### config.mk
export PLATFORM = sky130hd
export DESIGN_NAME = tx_relatorio_peso_8n1_flat
export DESIGN_NICKNAME = d
export VERILOG_FILES = /design/src/rtl/tx_relatorio_peso_8n1_pkg.sv /design/src/rtl/tx_relatorio_peso_8n1_if.sv /design/src/rtl/tx_relatorio_peso_8n1_tx_serial_8n1.sv /design/src/rtl/tx_relatorio_peso_8n1.sv /design/src/flat_wrapper.sv
export SDC_FILE = /design/constraint.sdc
export NUM_CORES = 1
export LEC_CHECK = 0
export BUFFER_PORTS_ARGS = -buffer_cell sky130_fd_sc_hd__buf_4
export CAP_MARGIN = 20
export CORE_MARGIN = 10
export CORE_UTILIZATION = 35
export DETAILED_ROUTE_END_ITERATION = 8
export GPL_TIMING_DRIVEN = 0
export PLACE_DENSITY_LB_ADDON = 0.12
export SYNTH_ARGS = -nofsm -noshare
export SYNTH_HDL_FRONTEND = slang
export SYNTH_HIERARCHICAL = 1
export SYNTH_SLANG_ARGS = --single-unit
export TNS_END_PERCENT = 100
### constraint.sdc
create_clock -name clock -period 1.91 [get_ports clock]
set_clock_uncertainty 0.15 [all_clocks]
set_input_delay 0.2865 -clock clock [delete_from_list [all_inputs] [get_ports clock]]
set_output_delay 0.2865 -clock clock [all_outputs]
set_load 0.005 [all_outputs]
### src/rtl/tx_relatorio_peso_8n1_pkg.sv
// Shared definitions for the weight-report transmitter.
// Holds the ASCII constants used in the report, the state encoding visible on
// db_estado, the default bit period and the digit-to-ASCII helper.
package tx_relatorio_peso_8n1_pkg;

  localparam int unsigned CLKS_PER_BIT_PADRAO = 434;  // 50 MHz / 115200 baud

  localparam logic [7:0] ASCII_ZERO = 8'h30;
  localparam logic [7:0] ASCII_UM   = 8'h31;
  localparam logic [7:0] ASCII_ERRO = 8'h3F;
  localparam logic [7:0] ASCII_HASH = 8'h23;

  // Code 7 is deliberately unused; every FSM maps it back to StOcioso.
  typedef enum logic [2:0] {
    StOcioso  = 3'd0,
    StCarrega = 3'd1,
    StStart   = 3'd2,
    StDados   = 3'd3,
    StStop    = 3'd4,
    StProximo = 3'd5,
    StFim     = 3'd6
  } estado_e;

  // Binary digit to ASCII; anything above 9 becomes '?' rather than ':'..
  function automatic logic [7:0] digito_ascii(input logic [7:0] digito);
    return (digito > 8'd9) ? ASCII_ERRO : (ASCII_ZERO + digito);
  endfunction

endpackage

### src/rtl/tx_relatorio_peso_8n1_if.sv
// Handshake and data bundle between the control unit and the report
// transmitter.
//   partida            : request one report (control unit -> transmitter)
//   peso_atual[15:8]   : tens digit, binary 0..9
//   peso_atual[7:0]    : units digit, binary 0..9
//   pertence_intervalo : in-range flag to report
//   ocupado            : transmitter busy (transmitter -> control unit)
//   pronto             : one-cycle end-of-report pulse
interface tx_relatorio_peso_8n1_if;

  logic        partida;
  logic [15:0] peso_atual;
  logic        pertence_intervalo;
  logic        ocupado;
  logic        pronto;

  modport master (
    output partida,
    output peso_atual,
    output pertence_intervalo,
    input  ocupado,
    input  pronto
  );

  modport slave (
    input  partida,
    input  peso_atual,
    input  pertence_intervalo,
    output ocupado,
    output pronto
  );

endinterface

### src/rtl/tx_relatorio_peso_8n1_tx_serial_8n1.sv
// Single-byte 8N1 serializer: start bit, 8 data bits LSB first, stop bit,
// each held exactly CLKS_PER_BIT clocks.
//   clock, reset : system clock, synchronous active-low reset
//   i_inicio     : load i_dado and start a frame (accepted only when idle)
//   i_dado       : byte to send
//   o_serial     : line level for the current bit (idle high)
//   o_ativo      : a frame is in progress
//   o_fim        : high in the last clock of the stop bit
//   o_estado     : current phase (StOcioso/StStart/StDados/StStop)
module tx_relatorio_peso_8n1_tx_serial_8n1
  import tx_relatorio_peso_8n1_pkg::*;
#(
  parameter int unsigned CLKS_PER_BIT = CLKS_PER_BIT_PADRAO
) (
  input  logic       clock,
  input  logic       reset,
  input  logic       i_inicio,
  input  logic [7:0] i_dado,
  output logic       o_serial,
  output logic       o_ativo,
  output logic       o_fim,
  output estado_e    o_estado
);

  localparam int unsigned CntW = (CLKS_PER_BIT > 1) ? $clog2(CLKS_PER_BIT) : 1;
  localparam logic [CntW-1:0] CntUltimo = CntW'(CLKS_PER_BIT - 1);

  estado_e         estado_q, estado_d;
  logic [CntW-1:0] cnt_q, cnt_d;
  logic [2:0]      bit_q, bit_d;
  logic [7:0]      desloc_q, desloc_d;
  logic            ultimo;

  always_ff @(posedge clock) begin
    if (!reset) begin
      estado_q <= StOcioso;
      cnt_q    <= '0;
      bit_q    <= '0;
      desloc_q <= '0;
    end else begin
      estado_q <= estado_d;
      cnt_q    <= cnt_d;
      bit_q    <= bit_d;
      desloc_q <= desloc_d;
    end
  end

  assign ultimo = (cnt_q == CntUltimo);

  // The baud counter is cleared on every phase change so each bit spans
  // exactly CLKS_PER_BIT clocks.
  always_comb begin
    estado_d = estado_q;
    cnt_d    = cnt_q + CntW'(1);
    bit_d    = bit_q;
    desloc_d = desloc_q;
    o_fim    = 1'b0;
    case (estado_q)
      StOcioso: begin
        cnt_d = '0;
        if (i_inicio) begin
          desloc_d = i_dado;
          bit_d    = '0;
          estado_d = StStart;
        end
      end
      StStart: begin
        if (ultimo) begin
          cnt_d    = '0;
          estado_d = StDados;
        end
      end
      StDados: begin
        if (ultimo) begin
          cnt_d    = '0;
          desloc_d = {1'b0, desloc_q[7:1]};
          bit_d    = bit_q + 3'd1;
          if (bit_q == 3'd7) begin
            estado_d = StStop;
          end
        end
      end
      StStop: begin
        if (ultimo) begin
          cnt_d    = '0;
          estado_d = StOcioso;
          o_fim    = 1'b1;
        end
      end
      default: begin
        cnt_d    = '0;
        estado_d = StOcioso;
      end
    endcase
  end

  always_comb begin
    case (estado_q)
      StStart: o_serial = 1'b0;
      StDados: o_serial = desloc_q[0];
      default: o_serial = 1'b1;
    endcase
  end

  assign o_ativo  = (estado_q != StOcioso);
  assign o_estado = estado_q;

endmodule

### src/rtl/tx_relatorio_peso_8n1.sv
// Weight status report transmitter: on partida, latches a 4-byte ASCII report
// (tens digit, units digit, in-range flag, terminator) and sends it over 8N1.
//   clock, reset : system clock, synchronous active-low reset
//   ctrl         : control-unit handshake (partida, peso_atual,
//                  pertence_intervalo in; ocupado, pronto out)
//   saida_serial : 8N1 line, idle high
//   db_estado    : state code for debug (0..6)
// Every output is a flop fed from the current state, so all outputs trail the
// state register by one clock and stay mutually aligned.
module tx_relatorio_peso_8n1
  import tx_relatorio_peso_8n1_pkg::*;
#(
  parameter int unsigned CLKS_PER_BIT = CLKS_PER_BIT_PADRAO,
  parameter logic [7:0]  TERMINADOR   = ASCII_HASH
) (
  input  logic                    clock,
  input  logic                    reset,
  tx_relatorio_peso_8n1_if.slave  ctrl,
  output logic                    saida_serial,
  output logic [2:0]              db_estado
);

  estado_e         estado_q, estado_d;
  logic [1:0]      indice_q, indice_d;
  logic [3:0][7:0] buffer_q, buffer_d;

  logic            linha_q, linha_d;
  logic            ocupado_q, ocupado_d;
  logic            pronto_q, pronto_d;
  logic [2:0]      db_q, db_d;

  logic            inicio;
  logic            ser_serial;
  logic            ser_ativo;
  logic            ser_fim;
  estado_e         ser_estado;

  tx_relatorio_peso_8n1_tx_serial_8n1 #(
    .CLKS_PER_BIT(CLKS_PER_BIT)
  ) u_serial (
    .clock   (clock),
    .reset   (reset),
    .i_inicio(inicio),
    .i_dado  (buffer_q[indice_q]),
    .o_serial(ser_serial),
    .o_ativo (ser_ativo),
    .o_fim   (ser_fim),
    .o_estado(ser_estado)
  );

  always_ff @(posedge clock) begin
    if (!reset) begin
      estado_q  <= StOcioso;
      indice_q  <= '0;
      buffer_q  <= '0;
      linha_q   <= 1'b1;
      ocupado_q <= 1'b0;
      pronto_q  <= 1'b0;
      db_q      <= 3'(StOcioso);
    end else begin
      estado_q  <= estado_d;
      indice_q  <= indice_d;
      buffer_q  <= buffer_d;
      linha_q   <= linha_d;
      ocupado_q <= ocupado_d;
      pronto_q  <= pronto_d;
      db_q      <= db_d;
    end
  end

  // Sequencer. While the serializer runs, this FSM parks in StStart and
  // waits for the end of the stop bit.
  always_comb begin
    estado_d = estado_q;
    indice_d = indice_q;
    buffer_d = buffer_q;
    inicio   = 1'b0;
    case (estado_q)
      StOcioso: begin
        if (ctrl.partida) begin
          buffer_d = {TERMINADOR,
                      ctrl.pertence_intervalo ? ASCII_UM : ASCII_ZERO,
                      digito_ascii(ctrl.peso_atual[7:0]),
                      digito_ascii(ctrl.peso_atual[15:8])};
          indice_d = '0;
          estado_d = StCarrega;
        end
      end
      StCarrega: begin
        inicio   = 1'b1;
        estado_d = StStart;
      end
      StStart: begin
        if (ser_fim) begin
          estado_d = (indice_q == 2'd3) ? StFim : StProximo;
        end
      end
      StProximo: begin
        indice_d = indice_q + 2'd1;
        estado_d = StCarrega;
      end
      StFim: begin
        estado_d = StOcioso;
      end
      default: begin
        estado_d = StOcioso;
      end
    endcase
  end

  always_comb begin
    linha_d   = ser_serial;
    ocupado_d = (estado_q == StCarrega) || (estado_q == StStart) ||
                (estado_q == StProximo);
    pronto_d  = (estado_q == StFim);
    db_d      = ser_ativo ? 3'(ser_estado) : 3'(estado_q);
  end

  assign saida_serial = linha_q;
  assign db_estado    = db_q;
  assign ctrl.ocupado = ocupado_q;
  assign ctrl.pronto  = pronto_q;

endmodule

### src/flat_wrapper.sv
// flat-port wrapper written by rule: the top's interface ports become plain ports
module tx_relatorio_peso_8n1_flat import tx_relatorio_peso_8n1_pkg::*;
#(
  parameter int unsigned CLKS_PER_BIT = CLKS_PER_BIT_PADRAO,
  parameter logic [7:0]  TERMINADOR   = ASCII_HASH
)
  (clock, reset, saida_serial, db_estado, ctrl_partida, ctrl_peso_atual, ctrl_pertence_intervalo, ctrl_ocupado, ctrl_pronto);
  tx_relatorio_peso_8n1_if ctrl_i ();
  input  logic clock;
  input  logic reset;
  output logic saida_serial;
  output logic [2:0] db_estado;
  input wire logic [$bits(ctrl_i.partida)-1:0] ctrl_partida;
  input wire logic [$bits(ctrl_i.peso_atual)-1:0] ctrl_peso_atual;
  input wire logic [$bits(ctrl_i.pertence_intervalo)-1:0] ctrl_pertence_intervalo;
  output wire logic [$bits(ctrl_i.ocupado)-1:0] ctrl_ocupado;
  output wire logic [$bits(ctrl_i.pronto)-1:0] ctrl_pronto;
  assign ctrl_i.partida = ctrl_partida;
  assign ctrl_i.peso_atual = ctrl_peso_atual;
  assign ctrl_i.pertence_intervalo = ctrl_pertence_intervalo;
  assign ctrl_ocupado = ctrl_i.ocupado;
  assign ctrl_pronto = ctrl_i.pronto;
  tx_relatorio_peso_8n1 #(.CLKS_PER_BIT(CLKS_PER_BIT), .TERMINADOR(TERMINADOR)) u_core (.clock(clock), .reset(reset), .ctrl(ctrl_i), .saida_serial(saida_serial), .db_estado(db_estado));
endmodule
* Word-level counts from Yosys, hierarchy flattened
Index checks and enable logic that the tools add are counted.
Storage, ports and cells: output and inout bits 6, logic and storage cells 83, bits of input ports 20, bits in registers 59
Operators by class: equality and inequality tests 17, bitwise gates (word level) 2, order comparisons 3, muxes and demuxes 28, add/sub/neg operators 5, reduce and logical (&&, ||, !) cells 14
Operators by type and width (count):
- $mux W8 | 5
- $mux W3 | 10
- $pmux W3 S4 | 2
- $add A6 B8 Y8 const A | 2
- $bmux W8 S2 | 1
- $gt A8 B4 Y1 const B | 2
- $pmux W8 S2 | 1
- $eq A3 B3 Y1 const B | 4
- $ne A2 B2 Y1 const B | 5
- $add A9 B1 Y9 const B | 1
- $eq A3 B2 Y1 const B | 3
- $eq A9 B9 Y1 const B | 1
- $logic_not A3 Y1 | 2
- $pmux W3 S2 | 1
- $reduce_and A2 Y1 | 3
- $reduce_or A3 Y1 | 2
- $reduce_and A5 Y1 | 1
- $mux W1 | 4
- $mux W2 | 2
- $ne A2 B1 Y1 const B | 2
- $pmux W2 S2 | 1
- $reduce_bool A2 Y1 | 2
- $add A3 B1 Y3 const B | 1
- $eq A3 B1 Y1 const B | 1
- other kinds (8) | 10

* Longest topological paths before layout
Gate-level depths: netlist of the first run.
depth after elaboration 5, mapped depth 7, depth with buffers taken out 7

* Hierarchy
The synthesis of the first run kept the hierarchy.
Modules (own cells, without submodules):
- tx_relatorio_peso_8n1 | cells each 137, seq. area each 580.6 µm², instances 1, area an instance 1263.7 µm²
- tx_relatorio_peso_8n1_tx_serial_8n1 | cells each 130, seq. area each 460.4 µm², instances 1, area an instance 1214.9 µm²

* Worst setup path before layout of the first run
Ideal clock, no wire load.
path kind register to register, start point reg u_core.u_serial.cnt_q[0], end point reg u_core.u_serial.desloc_q[4], library setup time 0.134 ns, setup slack 0.171 ns, data arrival time 1.455 ns, stages on the path, launching flop included 7, cells stage by stage dfxtp_1 > ha_1 > nor4b_4 > a32oi_2 > buf_6 > o211ai_1 > o41ai_2
On the way: cells in the longest elaborated chain, start to end 3
RTL lines:
- start: declaration | RTL line tx_relatorio_peso_8n1_tx_serial_8n1.sv:29 | logic [CntW-1:0] cnt_q, cnt_d;
- start signal: assignment | RTL line tx_relatorio_peso_8n1_tx_serial_8n1.sv:42 | cnt_q <= cnt_d;
- $eq A9 B9 Y1 | RTL line tx_relatorio_peso_8n1_tx_serial_8n1.sv:48 | assign ultimo = (cnt_q == CntUltimo);
- $ne A2 B2 Y1 (no line)
- $reduce_and A3 Y1 (no line)
- end signal: assignment | RTL line tx_relatorio_peso_8n1_tx_serial_8n1.sv:44 | desloc_q <= desloc_d;
- end: declaration | RTL line tx_relatorio_peso_8n1_tx_serial_8n1.sv:31 | logic [7:0] desloc_q, desloc_d;
Every way passes these cells. A chain may end at the register's enable or synchronous reset.

* Worst setup path after layout of the first run
start point reg u_core.u_serial.cnt_q[0], end point reg u_core.estado_q[0]
On the way: cells in the longest elaborated chain, start to end 5
RTL lines:
- $eq A9 B9 Y1 | RTL line tx_relatorio_peso_8n1_tx_serial_8n1.sv:48
- $mux W1 | RTL line tx_relatorio_peso_8n1_tx_serial_8n1.sv:84 | if (ultimo) begin
- $mux W1 | RTL line tx_relatorio_peso_8n1_tx_serial_8n1.sv:58 | case (estado_q)
- via u_core.ser_fim | RTL line tx_relatorio_peso_8n1.sv:35 | logic ser_fim;
- $ne A2 B1 Y1 (no line)
- $reduce_and A2 Y1 (no line)
- end signal: assignment | RTL line tx_relatorio_peso_8n1.sv:53 | estado_q <= StOcioso;
- end signal: assignment | RTL line tx_relatorio_peso_8n1.sv:61 | estado_q <= estado_d;
- end: declaration | RTL line tx_relatorio_peso_8n1.sv:23 | estado_e estado_q, estado_d;
The timed path passes the listed nets, and every way through them passes these cells.

==> results.py, run 1 <==
metrics = {
    "outcome": {
        "status": "complete, no violations",
    },
    "sta": {
        "fin_ws_ns": 0.103,
        "finalSetupViolations": 0,
        "drv_slew": 0,
        "tightestPinTransition_ns": 0.546,
        "final-hold-violation-count": 0,
        "rsz0062_at_grt": "no",
        "post-route-min-period_ns": 1.81,
        "fmax_mhz": 553,
        "slew_headroom_pct": 63.6,
        "holdWs_ns": 0.0170,
        "finalCritPeriodShare_pct": 94.6,
    },
    "synthesis": {
        "ys_seq_area_share_pct": 42.0,
        "synthDistinctLibCells": 51,
        "yosysMostFrequentCell": "dfxtp_1",
        "ys.flop_type": "dfxtp_1",
        "yosys-top-cells-area": "dfxtp_1 42%, mux2i_1 6.9%, nor2_1 4.7%",
        "synth_common_cells": "52 x dfxtp_1, 31 x nor2_1, 17 x mux2i_1, 17 x nand2_1, 17 x o21ai_0",
        "syn_area_um2": 2480,
        "async_reset_ff_share_pct": 0,
        "synth_top_area_share_pct": 42.0,
        "synthCells": 267,
        "synth_edf_count": 0,
        "yosys_warnings": 6,
        "syn-num-nets": 294,
        "yosys.area.top_type": "dfxtp_1",
        "synth_seq_cells": 52,
        "syn_avg_cell_area_um2": 9.28,
    },
    "drt": {
        "viasPerCell": 5.11,
        "drt-pass1-iter-count": 4,
        "vias": 2055,
        "wirelength_um": 5720,
        "drc_errors": 0,
        "wire_per_inst_um": 14.2,
        "ant_nets": 0,
        "drt_iter0_drc": 122,
    },
    "clock_tree": {
        "numCtsBuffers": 5,
        "clk_latency_ns": 0.31,
        "h-tree-depth": 2,
        "cts.path.max_buffers": 2,
        "clk_pin_slew_worst_paths_ns": 0.11,
        "cts.sinks": 52,
        "clock-root-buffer": "clkbuf_8",
        "cts_tree": "built",
    },
    "floorplan": {
        "coreArea_um2": 6830,
        "start_util_pct": 36.3,
        "die_area_um2": 10800,
        "die_w_um": 104,
        "row_count": 30,
        "ioPinCount": 26,
        "die_height_um": 104,
    },
    "final_layout": {
        "fin_nets": 332,
        "syn_to_final_growth_pct": 19.4,
        "regArea_um2": 1040,
        "drive_gt1_share_pct": 22.9,
        "fillers": 708,
        "antenna_cells": 0,
        "design_area_um2": 2960,
        "multi_input_area_um2": 1340,
    },
    "global_route": {
        "antenna_found_initial": 0,
        "grt-ovfl-total": 0,
        "grt_usage_pct": 10.6,
        "grt_max_degree": 18,
        "grt_pass1_vias": 2001,
        "grt_pass1_wl_um": 9800,
    },
    "worst_hold_path": {
        "hold_class": "primary input to flip-flop",
    },
    "pwr": {
        "ir_drop_uv": 241,
        "p_per_area_nw_per_um2": 719,
        "power_mw": 2.13,
        "leakage_nw": 1.14,
    },
    "place": {
        "place_area_um2": 2790,
        "io_buffers": 25,
        "dp_slack_ns": -0.0662,
        "hpwl_um": 4140,
        "place_congestion": 0.766,
    },
    "setup_path": {
        "worst-path-buf-inv": 1,
        "path_delay_family": "simple AND/OR/NAND/NOR gates",
        "worst_ep_required_time_ns": 1.98,
        "crit_type": "flip-flop to flip-flop",
        "cpMaxStageDelayCell": "dfxtp_2",
        "cp_data_arrival_time_ns": 1.88,
        "critPathMaxStageDelay_ns": 0.37,
        "crit_fanout": 5,
        "end_kind": "flip-flop",
        "startpoint_type": "flip-flop",
        "crit_chain": "ha_1 -> nor4b_4 -> buf_4 -> and3_1 -> nand2_1 -> a221oi_1",
    },
    "flow_run": {
        "maxCapViolations": 0,
    },
}
[kinds of logic after synthesis]
family / count (synthesis) / synth area share (%)
AO/OA/AOI/OAI: 64 / 18.7
XOR/XNOR: 6 / 2.12
adder cells (fa/ha/maj): 7 / 3.53
buffers and inverters: 26 / 5.10
flip-flops: 52 / 42.0
multiplexers: 21 / 9.14
AND/OR/NAND/NOR: 91 / 19.4
[path summary, 6_finish.rpt]
check | from | to | slack, ns | cells past startpoint
setup reg to reg | u_core/u_serial/cnt_q[0] | u_core/estado_q[0] | 0.10 | 6
setup / recovery | u_core/u_serial/cnt_q[0] | u_core/estado_q[0] | 0.10 | 6
hold reg to reg | u_core/u_serial/cnt_q[0] | u_core/u_serial/cnt_q[0] | 0.31 | 1
hold / removal | ctrl_peso_atual[4] | u_core/buffer_q[12] | 0.02 | 2
[state kept, by name, summed over array words and instances, names as in the netlist]
register / cells
u_core/buffer_q: 18
u_core/ctrl.ocupado: 1
u_core/ctrl.pronto: 1
u_core/db_estado: 3
u_core/estado_q: 3
u_core/indice_q: 2
u_core/saida_serial: 1
u_core/u_serial/bit_q: 3
u_core/u_serial/cnt_q: 9
u_core/u_serial/desloc_q: 8
u_core/u_serial/o_estado: 3
[per-layer routing]
metal | global-route usage, % | vias up | share of wire (%)
li1 | - | 1047 | -
met1 | 14.2 | 971 | 52
met2 | 16.2 | 35 | 44
met3 | 3.04 | 2 | 4.0
met4 | 2.98 | 0 | 0.49
met5 | 0 | - | 0
[metrics by stage]
| stage | TNS, ns | utilization, % | cells |
|---|---|---|---|
| floorplan | 0 | - | 267 |
| global placement | -0.0944 | 40.8 | 388 |
| detailed placement | -0.258 | 40.8 | 388 |
| CTS | 0 | 42.3 | 397 |
| global route | 0 | 43.3 | 402 |
| finish | 0 | 43.3 | 402 |
[layout make-up]
class / instances / share of cell area [%]
inverter: 10 / 1.27
multi-input combinational: 189 / 45.2
sequential: 52 / 35.3
timing repair buffer: 31 / 7.95
tap: 96 / 4.06
clock inverter: 3 / 0.803
clock buffer: 5 / 2.33
buffer: 16 / 3.09
[cell usage in the layout (no fill, tap or decap), drive strengths merged, types with 8 or more instances in the layout]
cell type,count
a21oi,13
and3,9
clkbuf,12
nand2,17
dfxtp,52
mux2i,17
nand3,8
inv,9
o21ai,17
buf,39
nor2,32
[where the power goes]
part	internal, mW	switching [mW]	leakage (nW)
Combinational	0.148	0.158	0.671
Sequential	1.14	0.0339	0.425
Clock	0.260	0.391	0.0404
[what timing repair did]
item	in CTS	in global routing
buffers inserted	1	4
endpoints found under the hold margin	0	1
hold buffers	0	1
endpoints found under the setup margin	11	16
pin swaps	0	2
gates resized for setup	2	8
No activity file was read; power rests on OpenSTA's default activity.
==> inputs of run 2 (changes only) <==
--- a/config.mk
+++ b/config.mk
@@ -5,6 +5,7 @@
 export SDC_FILE = /design/constraint.sdc
 export NUM_CORES = 1
 export LEC_CHECK = 0
+export ABC_AREA = 1
 export BUFFER_PORTS_ARGS = -buffer_cell sky130_fd_sc_hd__buf_4
 export CAP_MARGIN = 20
 export CORE_MARGIN = 10
==> results.py, run 2 <==
metrics = {
    "pwr": {
        "ir_drop_uv": 378,
        "leakage_nw": 1.40,
        "power_mw": 3.29,
        "p_per_area_nw_per_um2": 1120,
    },
    "clock_tree": {
        "clk_pin_slew_worst_paths_ns": 0.10,
        "cts.sinks": 52,
        "ctsResizeCount": 0,
        "numCtsBuffers": 5,
        "cts_setup_buffers": 0,
        "cts.path.max_buffers": 2,
        "cts_hold_buffers": 0,
        "clk_latency_ns": 0.30,
        "cts_tree": "built",
        "h-tree-depth": 2,
        "clock-root-buffer": "clkbuf_8",
    },
    "sta": {
        "rsz0062_at_grt": "no",
        "finalSetupViolations": 0,
        "slew_headroom_pct": 72.8,
        "holdWs_ns": 0.0528,
        "drv_slew": 0,
        "tightestPinTransition_ns": 0.408,
        "post-route-min-period_ns": 1.70,
        "setup_tns_ns": 0,
        "fin_ws_ns": 0.209,
        "final-hold-violation-count": 0,
        "finalCritPeriodShare_pct": 89.1,
        "fmax_mhz": 588,
    },
    "drt": {
        "drc_errors": 0,
        "vias": 2234,
        "wire_per_inst_um": 11.0,
        "ant_nets": 0,
        "drt_iter0_drc": 76,
        "drt-pass1-iter-count": 4,
        "wirelength_um": 5450,
        "viasPerCell": 4.52,
    },
    "final_layout": {
        "reg.largest.list": "u_core/buffer_q x18, u_core/u_serial/cnt_q x9, u_core/u_serial/desloc_q x8",
        "syn_to_final_growth_pct": 16.4,
        "design_area_um2": 2950,
        "drive_gt1_share_pct": 15.8,
        "fin_nets": 424,
        "fin_cells": 494,
        "top_register": "u_core/buffer_q",
        "final_common_cell": "nand2_1",
        "antenna_cells": 0,
        "largest_register_ffs": 18,
        "mostFrequentLayoutCells": "72 x nand2_1, 71 x nor2_1, 52 x dfxtp_1, 46 x inv_1, 30 x o21ai_0",
        "fin_util_pct": 42.7,
    },
    "global_route": {
        "use_met2_pct": 16.3,
        "use_met1_pct": 12.8,
        "grt_use_met3_pct": 2.83,
        "grt_pass1_vias": 2189,
        "grt-busiest-layer": "met2",
        "grt_max_degree": 16,
        "grt_usage_pct": 10.2,
        "grt_pass1_wl_um": 9610,
        "grt-ovfl-total": 0,
        "antenna_found_initial": 0,
    },
    "setup_path": {
        "crit_type": "flip-flop to flip-flop",
        "worst_ep_required_time_ns": 1.97,
        "cp_data_arrival_time_ns": 1.76,
        "crit_top_cell": "nor2_1",
        "r2r_cells": 10,
        "critPathMaxStageDelay_ns": 0.41,
        "regToRegStartpoint": "u_core/estado_q[0]",
        "r2r_end": "u_core/u_serial/desloc_q[0]",
        "worst-path-buf-inv": 3,
        "end_kind": "flip-flop",
        "startpoint_type": "flip-flop",
        "r2r_slack_ns": 0.21,
        "path_delay_family": "simple AND/OR/NAND/NOR gates",
        "crit_chain": "inv_1 -> nor2_1 -> nand2_1 -> inv_1 -> nor2_2 -> a21oi_4 -> nand2_4 -> buf_6 -> nor2_1 -> nor2_1",
        "cpMaxStageDelayCell": "dfxtp_1",
        "crit_fanout": 10,
    },
    "synthesis": {
        "syn-num-nets": 392,
        "ys_seq_area_share_pct": 41.0,
        "syn_area_um2": 2540,
        "ys.flop_type": "dfxtp_1",
        "synth_common_cells": "72 x nand2_1, 71 x nor2_1, 52 x dfxtp_1",
        "synthCells": 365,
        "synth_edf_count": 0,
        "async_reset_ff_share_pct": 0,
        "yosysMostFrequentCell": "nand2_1",
        "yosys_warnings": 6,
        "synthDistinctLibCells": 32,
        "syn_avg_cell_area_um2": 6.95,
        "yosys-top-cells-area": "dfxtp_1 41%, nand2_1 11%, nor2_1 11%",
        "yosys.area.top_type": "dfxtp_1",
        "synth_seq_cells": 52,
        "synth_top_area_share_pct": 41.0,
    },
    "floorplan": {
        "die_w_um": 105,
        "ioPinCount": 26,
        "die_height_um": 105,
        "row_count": 30,
        "coreArea_um2": 6910,
        "start_util_pct": 36.7,
        "die_area_um2": 11100,
    },
    "place": {
        "dp.cells": 486,
        "io_buffers": 25,
        "place_area_um2": 2840,
        "hpwl_um": 4100,
        "place_congestion": 0.795,
        "dp_slack_ns": 0.208,
    },
    "worst_hold_path": {
        "whs_path_depth": 3,
        "min-delay-start": "ctrl_peso_atual[3]",
        "min_to": "u_core/buffer_q[11]",
        "hold_class": "primary input to flip-flop",
    },
    "flow_run": {
        "maxCapViolations": 0,
    },
    "outcome": {
        "status": "complete, no violations",
    },
}
run 2: changes by cell type after synthesis, sizes merged, moves of 7 or more:
| cell | change |
|---|---|
| nand2 | +61 |
| inv | +44 |
| nor2 | +42 |
| o21ai | +18 |
| mux2i | -16 |
| nand3 | +11 |
| and3 | -9 |
| nor3 | +8 |
| o41ai | -7 |
run 2: worst min-delay path: cells and delay by family:
family | cells | cell delay [ns]
buffers and inverters | 1 | 0.08
AND/OR/NAND/NOR | 2 | 0.11
run 2: logic make-up (layout without fill, tap and decap cells):
group | count (synthesis) | in the layout | synth area share, %
multiplexers | 1 | 1 | 0.395
AO/OA/AOI/OAI | 54 | 54 | 11.6
XOR/XNOR | 3 | 3 | 1.04
AND/OR/NAND/NOR | 185 | 185 | 31.5
flip-flops | 52 | 52 | 41.0
adder cells (fa/ha/maj) | 7 | 7 | 3.45
buffers and inverters | 63 | 96 | 10.9
run 2: cell type report:
cell class / count / area, um^2
Fill cell: 777 / 3960
Clock buffer: 6 / 72.6
Clock inverter: 2 / 35.0
Inverter: 54 / 205
Sequential cell: 52 / 1040
Tap cell: 96 / 120
Timing Repair Buffer: 25 / 188
Buffer: 9 / 71.3
Multi-Input combinational cell: 250 / 1220
run 2: worst max path at each step:
stage                                  start                          end  slack, ns  cells past startpoint
floorplan           u_core/u_serial/cnt_q[0]  u_core/u_serial/desloc_q[0]       0.39                      9
global placement          u_core/estado_q[0]  u_core/u_serial/desloc_q[0]       0.22                     10
detailed placement        u_core/estado_q[0]  u_core/u_serial/desloc_q[0]       0.21                     10
CTS                       u_core/estado_q[0]  u_core/u_serial/desloc_q[0]       0.20                     10
global route              u_core/estado_q[0]  u_core/u_serial/desloc_q[2]       0.06                     10
finish                    u_core/estado_q[0]  u_core/u_serial/desloc_q[0]       0.21                     10
run 2: layer usage:
layer  vias to the layer above  routed length, um
met5                         -                  0
met4                         0                 78
met3                         9                180
met2                        37               2420
met1                       990               2770
li1                       1198                  -
run 2: power breakdown:
part	switching (mW)	internal [mW]	total (mW)
Sequential	0.106	1.27	1.38
Clock	0.361	0.390	0.751
Combinational	0.722	0.446	1.17
